File: src/rtl/sync_pkg.sv
// sync_pkg
// Shared helpers for the clock-domain-crossing pointer synchronizers.
//   SYNC_MIN_STAGES : smallest legal synchronizer depth
//   SYNC_MAX_WIDTH  : widest pointer the helper functions handle
//   gray2bin        : Gray-to-binary decode of the low 'width' bits
//   popcount        : number of set bits in a word
package sync_pkg;

  localparam int SYNC_MIN_STAGES = 2;
  localparam int SYNC_MAX_WIDTH  = 32;

  // Binary bit i is the XOR of every Gray bit from the MSB down to i.
  // Masking first keeps bits above 'width' from leaking into the result.
  function automatic logic [SYNC_MAX_WIDTH-1:0] gray2bin(
    input logic [SYNC_MAX_WIDTH-1:0] g,
    input int unsigned               width
  );
    logic [SYNC_MAX_WIDTH-1:0] masked;
    logic [SYNC_MAX_WIDTH-1:0] bin;
    masked = g;
    bin    = '0;
    for (int i = 0; i < SYNC_MAX_WIDTH; i++) begin
      if (i >= int'(width)) masked[i] = 1'b0;
    end
    for (int i = 0; i < SYNC_MAX_WIDTH; i++) begin
      bin[i] = ^(masked >> i);
    end
    return bin;
  endfunction

  function automatic int unsigned popcount(input logic [SYNC_MAX_WIDTH-1:0] v);
    int unsigned cnt;
    cnt = 0;
    for (int i = 0; i < SYNC_MAX_WIDTH; i++) begin
      if (v[i]) cnt++;
    end
    return cnt;
  endfunction

endpackage

File: src/rtl/sync_chain.sv
// sync_chain
// Plain flop chain for moving a signal into the 'clk' domain. Carries no
// logic between stages so every flop gets a full cycle to settle.
//   clk : local-domain clock
//   rst : synchronous, active-high reset (clears every stage)
//   d   : asynchronous input word
//   q   : output of the last stage
module sync_chain #(
  parameter int WIDTH  = 1,
  parameter int STAGES = 2
) (
  input  logic             clk,
  input  logic             rst,
  input  logic [WIDTH-1:0] d,
  output logic [WIDTH-1:0] q
);

  // Attribute lets the timing constraints locate the synchronizer flops.
  (* ASYNC_REG = "TRUE" *) logic [WIDTH-1:0] stage [STAGES];

  // Shift the foreign-domain word one stage per clock; reset flushes
  // anything still in flight.
  always_ff @(posedge clk) begin
    if (rst) begin
      for (int i = 0; i < STAGES; i++) stage[i] <= '0;
    end else begin
      stage[0] <= d;
      for (int i = 1; i < STAGES; i++) stage[i] <= stage[i-1];
    end
  end

  assign q = stage[STAGES-1];

endmodule

File: src/rtl/gray_ptr_sync.sv
// gray_ptr_sync
// Brings a Gray-coded FIFO pointer from the opposite clock domain into
// 'clk', then decodes it and watches for illegal multi-bit steps.
//   clk         : local-domain clock
//   rst         : synchronous, active-high reset
//   inWord      : Gray pointer from the foreign domain
//   errClear    : clears the sticky multi-bit error
//   outWord     : synchronized Gray pointer
//   outBin      : registered binary decode of outWord
//   changed     : one-cycle pulse, aligned with outBin, on a new value
//   multiBitErr : sticky flag, a synchronized step flipped >1 bit
module gray_ptr_sync
  import sync_pkg::*;
#(
  parameter int WORD_SIZE = 4,
  parameter int STAGES    = 2
) (
  input  logic                 clk,
  input  logic                 rst,
  input  logic [WORD_SIZE-1:0] inWord,
  input  logic                 errClear,
  output logic [WORD_SIZE-1:0] outWord,
  output logic [WORD_SIZE-1:0] outBin,
  output logic                 changed,
  output logic                 multiBitErr
);

  if (STAGES < SYNC_MIN_STAGES) begin : gStageCheck
    $error("gray_ptr_sync: STAGES must be at least SYNC_MIN_STAGES");
  end
  if (WORD_SIZE < 1 || WORD_SIZE > SYNC_MAX_WIDTH) begin : gWidthCheck
    $error("gray_ptr_sync: WORD_SIZE out of supported range");
  end

  logic [WORD_SIZE-1:0]      prevWord;
  logic [SYNC_MAX_WIDTH-1:0] decodeFull;
  logic                      stepIsMulti;

  sync_chain #(
    .WIDTH  (WORD_SIZE),
    .STAGES (STAGES)
  ) uChain (
    .clk (clk),
    .rst (rst),
    .d   (inWord),
    .q   (outWord)
  );

  assign decodeFull  = gray2bin(SYNC_MAX_WIDTH'(outWord), $unsigned(WORD_SIZE));
  assign stepIsMulti = popcount(SYNC_MAX_WIDTH'(outWord ^ prevWord)) > 1;

  // History, decode and strobe all look at the same outWord/prevWord pair,
  // so outBin and changed line up on the same cycle.
  always_ff @(posedge clk) begin
    if (rst) begin
      prevWord <= '0;
      outBin   <= '0;
      changed  <= 1'b0;
    end else begin
      prevWord <= outWord;
      outBin   <= decodeFull[WORD_SIZE-1:0];
      changed  <= (outWord != prevWord);
    end
  end

  // Sticky error: a fresh violation beats a simultaneous clear so that no
  // bad step can slip past unreported.
  always_ff @(posedge clk) begin
    if (rst) begin
      multiBitErr <= 1'b0;
    end else if (stepIsMulti) begin
      multiBitErr <= 1'b1;
    end else if (errClear) begin
      multiBitErr <= 1'b0;
    end
  end

endmodule
File: config.mk
export PLATFORM = sky130hd
export DESIGN_NAME = gray_ptr_sync
export DESIGN_NICKNAME = d
export VERILOG_FILES = /design/src/rtl/sync_pkg.sv /design/src/rtl/sync_chain.sv /design/src/rtl/gray_ptr_sync.sv
export SDC_FILE = /design/constraint.sdc
export NUM_CORES = 1
export LEC_CHECK = 0
export BUFFER_PORTS_ARGS = -buffer_cell sky130_fd_sc_hd__clkbuf_2
export CAP_MARGIN = 10
export CORE_AREA = 2 2 39 41
export DETAILED_ROUTE_END_ITERATION = 6
export DIE_AREA = 0 0 41 43
export HOLD_SLACK_MARGIN = 0.08
export PLACE_DENSITY = 0.77
export REMOVE_ABC_BUFFERS = 1
export SLEW_MARGIN = 15
export SYNTH_ARGS = -nofsm -noshare
export SYNTH_HDL_FRONTEND = slang
export SYNTH_SLANG_ARGS = --single-unit
File: constraint.sdc
create_clock -name clk -period 3.1 [get_ports clk]
set_input_delay 0.155 -clock clk [delete_from_list [all_inputs] [get_ports clk]]
set_output_delay 0.155 -clock clk [all_outputs]
set_load 0.02 [all_outputs]
## Yosys cells after proc, flatten, opt, wreduce, memory -nomap -nowiden

Memory sizes are Yosys's and may differ from the RTL's.
Index checks and enable logic that the tools add are counted.

- Bits in registers: 10
- Memories kept: 1
- Memory bits (writable): 8
- Input bits: 7

Memories:

| memory | depth | width | rd ports | clocked after memory_dff | write ports | RTL line | RTL |
|---|---|---|---|---|---|---|---|
| uChain.stage | 2 | 4 | 2 | 0 | 2 | sync_chain.sv:19 | `(* ASYNC_REG = "TRUE" *) logic [WIDTH-1:0] stage [STAGES];` |

- $add $sub $neg: 31
- Muxes and demuxes: 39
- Bitwise gates (word level): 3
- $lt $le $gt $ge: 1
- Reductions and logical operators: 5
- Equality and inequality tests: 1

Operators by type and width:

| operator | number |
|---|---|
| 2-to-1 mux 32 bit | 31 |
| adder 32 x 1 -> 32 bit, second input constant | 30 |
| XOR reduction 32 bit | 4 |
| > comparator 32 x 1 -> 1 bit, second input constant | 1 |
| 2-to-1 mux 4 bit | 2 |
| 2-to-1 mux 1 bit | 6 |
| inequality test 4 bit | 1 |
| XOR 4 bit | 1 |
| adder 1 x 1 -> 2 bit, second input constant | 1 |
| bitwise OR 1 bit | 2 |
| nonzero test 2 bit | 1 |

## Logic depth before layout (Yosys ltp)

An unclocked memory read counts as a cell.

- Depth after elaboration: 67
- Depth in mapped cells: 8
- Mapped depth without buffers: 8

## By module

From an unflattened synthesis, not the netlist that was laid out.

- Cell total of the unflattened synthesis: 59
- Area, all modules: 644.4 sq um

By module, submodules not included:

| module | area each (sq um) | cells each | seq. area each (sq um) | times used |
|---|---|---|---|---|
| gray_ptr_sync | 404.1 | 39 | 180.2 | 1 |
| sync_chain | 240.2 | 20 | 160.2 | 1 |

## Worst setup path before layout

No wires, ideal clock.

- Path kind: reg-to-reg
- From: memory uChain.stage[0][4] in the netlist's numbering
- To: register multiBitErr
- Stages on the path, launching flop included: 7
- Data required time: 2.967 ns
- Clock period less this slack: 1.623 ns
- Path buffers: 0
- Arrival: 1.490 ns
- Setup time: 0.133 ns
- Setup slack: 1.477 ns
- Cells stage by stage: dfxtp_1 xor2_2 ha_1 xor2_1 ha_1 a21oi_1 a31oi_1

RTL lines:

| element | RTL line | RTL |
|---|---|---|
| start, declared | sync_chain.sv:19 |  |
| end signal, assigned | gray_ptr_sync.sv:70 | `multiBitErr <= 1'b0;` |
| end signal, assigned | gray_ptr_sync.sv:72 | `multiBitErr <= 1'b1;` |
| end signal, assigned | gray_ptr_sync.sv:74 | `multiBitErr <= 1'b0;` |
| end, declared | gray_ptr_sync.sv:25 | `output logic multiBitErr` |

==> impl_metrics.ini <==
[worst_setup_path]
cp_cell_sequence = xor2_1 > nor3b_1 > nor2_1 > ha_1 > a21oi_1 > a31oi_1
crit_family = simple AND/OR/NAND/NOR gates
path_class = flip-flop to flip-flop
cp_max_fo = 5
crit_path_top_delay_cell = dfxtp_1
cp.arrival_ns = 1.98
worstSetupEndpointType = flip-flop
crit_required_ns = 3.26
slowest_delay_ns = 0.41
critPathLaunchType = flip-flop
critPathBufInv = 0

[sta]
finClkSkew_ns = 0.00217
finalSetupTns_ns = 0
slew_headroom_pct = 76.0
worst_pin_slew_ns = 0.359
rsz0062_at_grt = false
fin_crit_ns = 1.81
finalHoldViolations = 0
timing.final.crit_share_pct = 58.5
setup_viol = 0
whs_ns = 0.111
fmax_ghz = 0.551
slew_viol_final = 0

[global_routing]
grt_max_degree = 18
grt_use_total_pct = 13.6
antenna_found_initial = 0
grt_overflow = 0
grt_first_pass_wirelength_um = 1550
grt_pass1_vias = 421

[detailed_routing]
drt_iter0_drc = 3
wl_um = 902
viasPerCell = 4.59
wl_per_cell_um = 9.70
firstDrtPassIters = 4
drcViolationCount = 0
num_vias = 427
ant_nets = 0

[die]
fp.coreArea_mm2 = 0.00138
die-area_mm2 = 0.00176
std_cell_rows = 14
start_util_pct = 46.8
die_w_um = 41
die_height_um = 43
ioPinCount = 17

[finish]
final_layout_size_suffix_gt1_share_pct = 27.3
fillers = 127
antennaDiodeCount = 0
syn_to_final_growth_pct = 17.8
fin_nets = 87

[synth]
synth_most_common_cell = dfxtp_1
syn-cell-area_um2 = 648
synth-edff-count = 0
yosysSeqAreaShare_pct = 52.5
synth_seq_cells = 17
avgSynthCellArea_um2 = 10.8
synth_ff_type = dfxtp_1
syn_inst = 60
yosysTopAreaCellShare_pct = 52.5
synth_cell_types = 16
synth.yosys.warnings = 0
ys_top_cells_by_area = dfxtp_1 53%, nor2b_1 14%, xor2_1 6.8%, buf_4 5.8%, xor2_2 5.0%
yosysTopAreaCell = dfxtp_1
synth_top_cells_by_count = 17 x dfxtp_1, 14 x nor2b_1, 5 x buf_4, 5 x nor2_1, 5 x xor2_1
async_flop_share_pct = 0

[min_path]
hold_path_class = input pin to flip-flop

[placed_design]
port_buffers = 16
place_congestion = 0.620

[clock_network]
cts_max_path_buffers = 2
htree_levels = 1
clk_latency_ns = 0.28
cts_root_buffer = clkbuf_4
clkTransAtPathRegs_ns = 0.09
cts_tree = yes
cts_buffers = 3
clock_sinks = 17

[pwr]
power.density_mw_per_mm2 = 530
power.leakage_nw = 0.362
ir_drop_mv = 0.307

[run_status]
status = finished, final reports clean

[job]
cap_violations = 0
[sequential cells by signal, indices dropped and copies added, names as in the netlist]
register      flops
outBin            3
multiBitErr       1
prevWord          4
changed           1
uChain.stage      8
[power breakdown]
part / internal, mW / switching, mW / leakage (nW)
sequential: 0.230 / 0.00564 / 0.140
combinational: 0.0250 / 0.0308 / 0.207
clock: 0.0499 / 0.0630 / 0.0150
[metrics by stage]
step           setup slack [ns]  instance area [um2]  utilization [%]  power [mW]  std cells
6_report                   1.29                  763             55.2       0.405         93
5_1_grt                    1.16                  763             55.2       0.433         93
4_1_cts                    1.29                  763             55.2       0.414         93
3_5_place_dp               1.31                  707             51.1       0.295         86
3_3_place_gp               1.40                  707             51.1       0.292         86
2_1_floorplan              1.35                  607                -       0.276         54
[layer usage]
metal | share of wire (%) | track usage, %
met1 | 42 | 13.2
met5 | 0 | 0
met4 | 0.44 | 10.0
met3 | 5.3 | 4.71
met2 | 52 | 21.9
[worst paths after layout]
kind                                    startpoint            endpoint  slack [ns]  depth (start not counted)
worst min register to register  uChain.stage[0][0]  uChain.stage[0][4]        0.44                          1
worst max-delay path            uChain.stage[0][6]         multiBitErr        1.29                          6
worst min-delay path                     inWord[1]  uChain.stage[0][1]        0.11                          2
worst max register to register  uChain.stage[0][6]         multiBitErr        1.29                          6
[worst reg2reg max path: cells and delay by family, from the launching register on]
| family | cells | cell delay (ns) |
|---|---|---|
| AND/OR/NAND/NOR | 2 | 0.42 |
| adder cells (fa/ha/maj) | 1 | 0.29 |
| flip-flops | 1 | 0.41 |
| XOR/XNOR | 1 | 0.34 |
| AO/OA/AOI/OAI | 2 | 0.23 |
[layout by cell type (no fill, tap or decap)]
cell type	n
xnor2_1	2
nor2b_1	14
a21oi_1	1
nor2_1	5
a31oi_1	1
or3_1	1
nor3b_1	1
clkbuf_1	1
clkbuf_4	3
nand4_1	1
xor2_2	2
nand2_1	1
xor2_1	5
dfxtp_1	17
dlygate4sd3_1	3
clkbuf_2	16
nor4_1	1
ha_1	2
[logic make-up (layout without fill, tap and decap cells)]
kind of cell             Yosys count  in the layout  synth area share (%)
AO/OA/AOI/OAI                      2              2                  1.74
flip-flops                        17             17                  52.5
adder cells (fa/ha/maj)            2              2                  3.86
AND/OR/NAND/NOR                   24             24                  21.0
buffers and inverters              6             23                  6.37
XOR/XNOR                           9              9                  14.5
[final cells by class]
class	instances	area (um2)	share of cell area (%)
multi-input cells	37	267	34.9
well taps	16	20.0	2.62
flip-flops and latches	17	340	44.6
clock buffers	4	26.3	3.44
repair buffers	19	110	14.4
[timing repair]
item / CTS / global route
hold endpoints to repair: 3 / 0
endpoints found under the setup margin: 0 / 0
resized for setup: 0 / 0
setup buffers: 0 / 0
hold buffers: 3 / 0
Power figures use the tool's default switching activity.
